**src/rtl/ps2_host_ctrl.sv**
```systemverilog
// PS/2 host-side command controller: inhibit, request-to-send, 11-bit frame, line ACK, response/retry/timeout,
// plus filtering of command responses from the receive stream. Define PS2_LED_CMD_EN to add the LED sequencer.
module ps2_host_ctrl #(
  parameter int unsigned INHIBIT_CYCLES = 2500,
  parameter int unsigned TIMEOUT_CYCLES = 500000,
  parameter int unsigned MAX_RETRY      = 3,
  parameter int unsigned FILT           = 8
) (
  input  logic       clk,
  input  logic       reset,
  input  logic       ps2_clk_in,
  input  logic       ps2_data_in,
  output logic       ps2_clk_oe,
  output logic       ps2_data_oe,
  input  logic       cmd_valid,
  input  logic [7:0] cmd_byte,
  output logic       cmd_ready,
  output logic       done,
  output logic       error,
  input  logic [7:0] rx_code,
  input  logic       rx_strobe,
  output logic [7:0] fwd_code,
  output logic       fwd_strobe,
  input  logic [2:0] leds
);

  localparam int unsigned CNT_MAX = (INHIBIT_CYCLES > TIMEOUT_CYCLES) ? INHIBIT_CYCLES : TIMEOUT_CYCLES;
  localparam int unsigned CW      = $clog2(CNT_MAX + 1);
  localparam int unsigned FW      = (FILT < 2) ? 1 : $clog2(FILT);
  localparam int unsigned RW      = (MAX_RETRY < 1) ? 1 : $clog2(MAX_RETRY + 1);

  localparam logic [7:0] RESP_ACK    = 8'hFA;
  localparam logic [7:0] RESP_RESEND = 8'hFE;

  typedef enum logic [2:0] {
    S_IDLE,
    S_INHIBIT,
    S_TX,
    S_LINE_ACK,
    S_WAIT_RESP
  } state_t;

  state_t state, state_nx;

  logic          clk_s1, clk_s2, clk_filt, clk_filt_d;
  logic [FW-1:0] filt_cnt;
  logic          data_s1, data_s2;
  logic          fall;

  logic [CW-1:0] cnt;
  logic [3:0]    bit_idx;
  logic [RW-1:0] retry_cnt;
  logic [7:0]    tx_byte;
  logic          parity;

  logic       load_cmd, start_tx, tx_bit, enter_ack, enter_wait;
  logic       resend, do_retry, do_fail, do_done, timer_exp, retry_ok;
  logic [7:0] load_byte;
  logic       resp_hit;

  logic       led_busy, led_req, led_take;
  logic [7:0] led_byte;

  // Clock input: 2-flop sync, then a level is accepted only after FILT consecutive differing samples.
  always_ff @(posedge clk or posedge reset) begin
    if (reset) begin
      clk_s1     <= 1'b1;
      clk_s2     <= 1'b1;
      clk_filt   <= 1'b1;
      clk_filt_d <= 1'b1;
      filt_cnt   <= '0;
      data_s1    <= 1'b1;
      data_s2    <= 1'b1;
    end else begin
      clk_s1     <= ps2_clk_in;
      clk_s2     <= clk_s1;
      data_s1    <= ps2_data_in;
      data_s2    <= data_s1;
      clk_filt_d <= clk_filt;
      if (clk_s2 == clk_filt) begin
        filt_cnt <= '0;
      end else if (filt_cnt == FW'(FILT - 1)) begin
        clk_filt <= clk_s2;
        filt_cnt <= '0;
      end else begin
        filt_cnt <= filt_cnt + FW'(1);
      end
    end
  end

  assign fall      = clk_filt_d & ~clk_filt;
  assign timer_exp = (cnt == CW'(1));
  assign retry_ok  = (retry_cnt < RW'(MAX_RETRY));

  assign ps2_clk_oe = (state == S_INHIBIT);
  assign cmd_ready  = (state == S_IDLE) && !led_busy;

  always_ff @(posedge clk or posedge reset) begin
    if (reset) state <= S_IDLE;
    else       state <= state_nx;
  end

  always_comb begin
    state_nx   = state;
    load_cmd   = 1'b0;
    load_byte  = cmd_byte;
    led_take   = 1'b0;
    start_tx   = 1'b0;
    tx_bit     = 1'b0;
    enter_ack  = 1'b0;
    enter_wait = 1'b0;
    resend     = 1'b0;
    do_retry   = 1'b0;
    do_fail    = 1'b0;
    do_done    = 1'b0;
    case (state)
      S_IDLE: begin
        if (cmd_valid && cmd_ready) begin
          load_cmd = 1'b1;
          state_nx = S_INHIBIT;
        end else if (led_req) begin
          load_cmd  = 1'b1;
          load_byte = led_byte;
          led_take  = 1'b1;
          state_nx  = S_INHIBIT;
        end
      end
      S_INHIBIT: begin
        if (cnt <= CW'(1)) begin
          start_tx = 1'b1;
          state_nx = S_TX;
        end
      end
      S_TX: begin
        if (fall) begin
          if (bit_idx == 4'd9) begin
            enter_ack = 1'b1;
            state_nx  = S_LINE_ACK;
          end else begin
            tx_bit = 1'b1;
          end
        end else if (timer_exp) begin
          do_fail  = 1'b1;
          state_nx = S_IDLE;
        end
      end
      S_LINE_ACK: begin
        if (fall) begin
          if (!data_s2) begin
            enter_wait = 1'b1;
            state_nx   = S_WAIT_RESP;
          end else begin
            resend = 1'b1;
          end
        end else if (timer_exp) begin
          do_fail  = 1'b1;
          state_nx = S_IDLE;
        end
      end
      S_WAIT_RESP: begin
        if (rx_strobe && rx_code == RESP_ACK) begin
          do_done  = 1'b1;
          state_nx = S_IDLE;
        end else if (rx_strobe && rx_code == RESP_RESEND) begin
          resend = 1'b1;
        end else if (timer_exp) begin
          do_fail  = 1'b1;
          state_nx = S_IDLE;
        end
      end
      default: state_nx = S_IDLE;
    endcase
    if (resend) begin
      if (retry_ok) begin
        do_retry = 1'b1;
        state_nx = S_INHIBIT;
      end else begin
        do_fail  = 1'b1;
        state_nx = S_IDLE;
      end
    end
  end

  // One counter serves both the inhibit interval and the device-wait timeout.
  always_ff @(posedge clk or posedge reset) begin
    if (reset) begin
      cnt         <= '0;
      bit_idx     <= '0;
      retry_cnt   <= '0;
      tx_byte     <= '0;
      parity      <= 1'b0;
      ps2_data_oe <= 1'b0;
      done        <= 1'b0;
      error       <= 1'b0;
    end else begin
      done  <= do_done;
      error <= do_fail;
      if (load_cmd) begin
        tx_byte   <= load_byte;
        parity    <= ~^load_byte;
        retry_cnt <= '0;
        cnt       <= CW'(INHIBIT_CYCLES);
      end else if (do_retry) begin
        retry_cnt <= retry_cnt + RW'(1);
        cnt       <= CW'(INHIBIT_CYCLES);
      end else if (start_tx || tx_bit || enter_ack || enter_wait) begin
        cnt <= CW'(TIMEOUT_CYCLES);
      end else if (cnt != '0) begin
        cnt <= cnt - CW'(1);
      end
      if (start_tx)      bit_idx <= '0;
      else if (tx_bit)   bit_idx <= bit_idx + 4'd1;
      if (start_tx)
        ps2_data_oe <= 1'b1;
      else if (tx_bit)
        ps2_data_oe <= (bit_idx == 4'd8) ? ~parity : ~tx_byte[bit_idx[2:0]];
      else if (state_nx != S_TX)
        ps2_data_oe <= 1'b0;
    end
  end

  assign resp_hit = (state == S_WAIT_RESP) && (rx_code == RESP_ACK || rx_code == RESP_RESEND);

  always_ff @(posedge clk or posedge reset) begin
    if (reset) begin
      fwd_strobe <= 1'b0;
      fwd_code   <= '0;
    end else begin
      fwd_strobe <= rx_strobe && !resp_hit;
      if (rx_strobe && !resp_hit) fwd_code <= rx_code;
    end
  end

`ifdef PS2_LED_CMD_EN
  typedef enum logic [1:0] {
    L_NONE,
    L_ED,
    L_DUE,
    L_VAL
  } led_phase_t;

  led_phase_t led_phase;
  logic [2:0] led_q, led_prev;
  logic       led_pend;

  assign led_busy = (led_phase != L_NONE);
  assign led_req  = (led_phase == L_DUE) || ((led_phase == L_NONE) && led_pend);
  assign led_byte = (led_phase == L_DUE) ? {5'b0, led_q} : 8'hED;

  // L_DUE: 0xED was acknowledged and the LED value byte goes out on the next idle cycle.
  always_ff @(posedge clk or posedge reset) begin
    if (reset) begin
      led_q     <= '0;
      led_prev  <= '0;
      led_pend  <= 1'b0;
      led_phase <= L_NONE;
    end else begin
      led_q    <= leds;
      led_prev <= led_q;
      if (led_q != led_prev)
        led_pend <= 1'b1;
      else if (led_take && led_phase == L_NONE)
        led_pend <= 1'b0;
      if (do_fail)
        led_phase <= L_NONE;
      else if (do_done)
        led_phase <= (led_phase == L_ED) ? L_DUE : L_NONE;
      else if (led_take)
        led_phase <= (led_phase == L_DUE) ? L_VAL : L_ED;
    end
  end
`else
  logic unused_led;

  assign led_busy   = 1'b0;
  assign led_req    = 1'b0;
  assign led_byte   = '0;
  assign unused_led = ^{leds, led_take};
`endif

endmodule
```
**config.mk**
```make
export PLATFORM = sky130hd
export DESIGN_NAME = ps2_host_ctrl
export DESIGN_NICKNAME = d
export VERILOG_FILES = /design/src/rtl/ps2_host_ctrl.sv
export SDC_FILE = /design/constraint.sdc
export NUM_CORES = 1
export LEC_CHECK = 0
export CORE_AREA = 2 2 112 114
export DETAILED_ROUTE_END_ITERATION = 10
export DIE_AREA = 0 0 114 116
export DONT_BUFFER_PORTS = 1
export RECOVER_POWER = 50
export SETUP_SLACK_MARGIN = 0.4
export SLEW_MARGIN = 40
export SYNTH_ARGS = -nofsm -noshare
export SYNTH_HDL_FRONTEND = slang
export SYNTH_SLANG_ARGS = --single-unit
export TNS_END_PERCENT = 100
```
**constraint.sdc**
```tcl
create_clock -name clk -period 1.8 [get_ports clk]
set_input_delay 0.27 -clock clk [delete_from_list [all_inputs] [get_ports clk]]
set_output_delay 0.27 -clock clk [all_outputs]
set_load 0.1 [all_outputs]
```
=== Word level (Yosys, flattened, before mapping) ===
Cells that the tools add are included.

* Add/sub/neg operators: 4
* $lt $le $gt $ge: 3
* Equality and inequality tests: 12
* Multiplexer cells: 57
* Bitwise gates (word level): 5
* Reduce and logical (&&, ||, !) cells: 19

{| class="wikitable"
|+ Operators with widths
! kind !! number
|-
| 19-bit 2-to-1 mux || 4
|-
| 3-bit 2-to-1 mux || 12
|-
| 1-bit 2-to-1 mux || 33
|-
| 19-bit by 1-bit == test with 1-bit output, second input constant || 1
|-
| 19-bit by 1-bit less-or-equal comparator with 1-bit output, second input constant || 1
|-
| 19-bit nonzero test || 1
|-
| 19-bit by 1-bit subtractor with 19-bit output, second input constant || 1
|-
| 8-bit == test, second input constant || 2
|-
| 3-bit case mux with 5 select lines || 1
|-
| 4-bit == test, second input constant || 2
|-
| 4-bit 2-to-1 mux || 2
|-
| 8-bit XNOR reduction || 1
|-
| 3-bit by 2-bit == test with 1-bit output, second input constant || 2
|-
| 3-bit == test, second input constant || 2
|-
| 1-bit logical AND || 5
|-
| 4-bit by 1-bit adder with 4-bit output, second input constant || 1
|-
| 1-bit logical OR || 4
|-
| 3-bit by 4-bit less-than comparator with 1-bit output, second input constant || 1
|-
| 2-bit 2-to-1 mux || 2
|-
| 1-bit NOT || 4
|-
| 1-bit case mux with 2 select lines || 2
|-
| 2-bit nonzero test || 2
|-
| 4-bit nonzero test || 1
|-
| 3-bit by 1-bit adder with 3-bit output, second input constant || 1
|-
| other kinds (12) || 12
|}

* Flip-flop bits (word level): 58
* Output and inout port bits: 14
* Logic and storage cells: 118

=== Logic depth before layout (Yosys ltp) ===
* Depth after elaboration: 10
* Mapped depth: 8

=== Worst setup path before layout ===
OpenSTA, ideal clock, no wires.

* Kind: register to register
* Start: register state[0]
* End: register cnt[0]
* Library setup time: 0.131 ns
* Arrival: 3.970 ns
* Data required time: 1.669 ns
* Path slack: -2.301 ns
* Cell stages (with the launch flop): 6
* Buffers on the path: 1
* Cell sequence: dfrtp_1 > clkbuf_1 > nor3b_1 > o21ai_0 > nand3_1 > nor2_1

* Word-level cells in the longest chain between the ends: 8
* Elaborated cells between the ends (all ways): 21

{| class="wikitable"
|+ Ends and longest elaborated chain
! item !! RTL line !! source
|-
| from (decl) || 43 || <nowiki>state_t state, state_nx;</nowiki>
|-
| from (signal assigned) || 100 || <nowiki>else state <= state_nx;</nowiki>
|-
| 3-bit by 1-bit == test with 1-bit output * || n/a ||
|-
| net ps2_clk_oe || 13 || <nowiki>output logic ps2_clk_oe,</nowiki>
|-
| 1-bit 2-to-1 mux * || 116 || <nowiki>case (state)</nowiki>
|-
| 1-bit logical OR * (3 in a row) || 206 || <nowiki>end else if (start_tx || tx_bit || enter_ack || enter_wait) begin</nowiki>
|-
| 19-bit 2-to-1 mux || 206 ||
|-
| 19-bit 2-to-1 mux || 203 || <nowiki>end else if (do_retry) begin</nowiki>
|-
| 19-bit 2-to-1 mux || 198 || <nowiki>if (load_cmd) begin</nowiki>
|-
| to (signal assigned) || 202 || <nowiki>cnt <= CW'(INHIBIT_CYCLES);</nowiki>
|-
| to (signal assigned) || 205 || <nowiki>cnt <= CW'(INHIBIT_CYCLES);</nowiki>
|-
| to (signal assigned) || 207 || <nowiki>cnt <= CW'(TIMEOUT_CYCLES);</nowiki>
|-
| to (decl) || 50 || <nowiki>logic [CW-1:0] cnt;</nowiki>
|}

The timed path passes the listed nets; every way through them passes the cells marked *.
A chain may end at the register's enable or synchronous reset.

=== Worst setup path in the final report ===
* Start: register cnt[4]
* End: register cnt[5]

* Word-level cells in the longest chain between the ends: 9
* Elaborated cells between the ends (all ways): 13

{| class="wikitable"
|+ Ends and longest elaborated chain
! item !! RTL line !! source
|-
| 19-bit by 1-bit less-or-equal comparator with 1-bit output || 129 || <nowiki>if (cnt <= CW'(1)) begin</nowiki>
|-
| 1-bit 2-to-1 mux || 129 ||
|-
| 1-bit 2-to-1 mux || 116 ||
|-
| 1-bit logical OR (3 in a row) || 206 ||
|-
| 19-bit 2-to-1 mux || 206 ||
|-
| 19-bit 2-to-1 mux || 203 ||
|-
| 19-bit 2-to-1 mux || 198 ||
|}

Several ways; a longest one is shown, not always the timed one. The select of a mux whose other input is x is not followed.

==> metrics <==
Mapped Cells 284; crit end category register; nets 431; TritonRoute pass-1 iters 4; period utilization 1.08; first-pass GRT wire length 12500 µm; CP Data Required Time 2.04 ns; Crit. Startpoint cnt[4]; Die X 114 µm; GR Util All Layers 0.120; Synth area leaders dfrtp_1 44%, nand2_1 5.7%, dfstp_2 5.4%; Synth Cell Area 2940 µm²; Placer Congestion 0.863; # setup viols final 21; Top Ports 39; R2R depth 9; Site Rows 40; ant diodes 0; Sum Neg Setup Slack -1.75 ns; gr ovfl total 0; Die Footprint 13200 µm²; clock sinks 58; vias per inst 4.62; ys async rst share 1.00; Post-synth EDFFs 0; CTS root buf clkbuf_16; Seq/Total Area, Yosys 0.497; syn_nets 318; Synth area leader dfrtp_1; number of routed nets with antenna violations 0; Initial Util 0.247; f_max 516 MHz; #FFs+latches synth 58; PwrDens 733 nW/µm²; Synth top area share 0.443; initial antenna violation count 0; Die Span Y 116 µm; Core Util, Final 0.410; Fin. Hold Viols 0; Post-synth top cells 52 x dfrtp_1, 45 x nand2_1, 24 x nor2_1; CORE AREA 11900 µm²; RSZ-0062 raised after global routing yes; Area Overhead vs Synth 66.4%; max cap viols 0; FF-to-FF setup slack -0.14 ns; most frequent cell after synthesis dfrtp_1; Hold WS 0.0146 ns; Reg clk slew, reported paths 0.05 ns; wirelength, routed 7820 µm; share of cells above drive strength 1 0.582; hold-critical path depth 1; min-delay worst type input port to register; Detailed Route Iter0 Violations 48; Slew headroom 0.217; worst setup path endpoint cnt[5]; Setup CP Type register to register; P_leak 0.00215 µW; Clock Skew 0.00690 ns; Setup WS post-layout -0.136 ns; Critical Path AT 2.17 ns; startpoint types register; TritonCTS clock tree done; FF-to-FF Start cnt[4]; HP Start rx_code[2]; DP Wirelength 4900 µm; H-tree levels 3; Max clock buf depth 2; count of pins over their slew limit 0; status finished with violations; vias in the first global route 2654; Period minus WS final 1.94 ns; Worst VDD drop 0.543 mV; total CTS buffers 9; largest net degree at the start of global routing 28; clk_lat worst skew 0.32 ns; total power 3580 µW; worst-margin pin slew 1.17 ns; violated checks negative setup slack; crit path max fanout 7; Main synth FF type dfrtp_1; WL per Instance 14.2 µm; Cell variety after synth 49; DRC 0; PortBufs 0; reg-to-reg critical path endpoint cnt[5]; Syn. warnings 0; Vias 2537; Mean Syn Cell Area 10.3 µm²
[power breakdown]
| group | switching (µW) | internal (µW) |
|---|---|---|
| Clock | 579 | 1210 |
| Sequential | 35.3 | 1390 |
| Combinational | 252 | 125 |
[critical path, cell delays in order, from the launching register on]
cell and delay (ns):
dfrtp_1 0.40, nor4_4 0.31, buf_6 0.18, nand3_4 0.14, nor2_4 0.20, buf_4 0.14
o21a_1 0.15, a21oi_2 0.05, buf_6 0.14, a31oi_1 0.14
[what timing repair did]
item	in CTS	in global routing
endpoints found under the setup margin	50	50
setup buffers	15	17
pin swaps	48	25
hold buffers	3	0
gates cloned	1	0
resized for setup	83	57
endpoints found under the hold margin	21	0
[worst min-delay path by stage]
stage	endpoint	slack (ns)
after global placement	fwd_code[0]	0.22
after global routing	done	0.007
after detailed placement	fwd_code[4]	0.24
after floorplan	clk_s1	0.27
after CTS	done	0.004
final	done	0.01
[final cells by class]
class	instances	area (µm²)
Clock inverter	5	78.8
Fill cell	1091	7020
Multi-Input combinational cell	213	1940
Tap cell	147	184
Sequential cell	58	1460
Timing Repair Buffer	107	960
Clock buffer	11	233
Inverter	8	33.8
[flip-flops by register name (all words and copies together) (netlist names)]
signal       count
cnt             19
fwd_code         8
tx_byte          8
bit_idx          4
filt_cnt         3
state            3
retry_cnt        2
clk_filt         1
clk_filt_d       1
clk_s1           1
clk_s2           1
data_s1          1
data_s2          1
done             1
error            1
fwd_strobe       1
parity           1
ps2_data_oe      1
[placed cells by master, fill, tap and decap left out, types with 4 or more instances in the layout]
master	instances
o21ai_1	6
buf_6	26
nand3_2	4
nor3_2	4
xnor2_1	11
nor2b_1	4
mux2i_1	6
clkbuf_16	9
nor4_4	4
a21oi_2	8
nor2_4	5
dfrtp_1	51
mux2_4	9
ha_1	7
nand2_2	17
nand3_4	4
clkbuf_2	4
nand2_4	5
nor2_2	11
o21ai_0	5
dfstp_2	5
nand2_1	23
xor2_1	5
buf_4	68
nor2_1	11
a21oi_1	6
[stage by stage]
stage,instances,area (µm²),setup slack (ns)
after detailed placement,497,3730,-0.157
final,549,4890,-0.136
after global placement,497,3730,-0.133
after floorplan,284,3050,-0.401
after global routing,549,4890,-0.225
after CTS,532,4560,-0.0962
[routing by layer]
layer | GRT usage | up-vias | wire length [µm]
met5 | 0 | - | 0
met4 | 0.0626 | 0 | 176
met3 | 0.0214 | 17 | 258
met2 | 0.210 | 46 | 4230
met1 | 0.140 | 1253 | 3150
li1 | - | 1221 | -
[cell families after synthesis]
kind of cell	share of synthesized area
simple gates	0.225
xor+xnor	0.0626
buf+inv	0.0175
mux	0.0779
compound gates	0.0818
fa+ha+maj	0.0383
flops	0.497
Power figures use the tool's default switching activity.
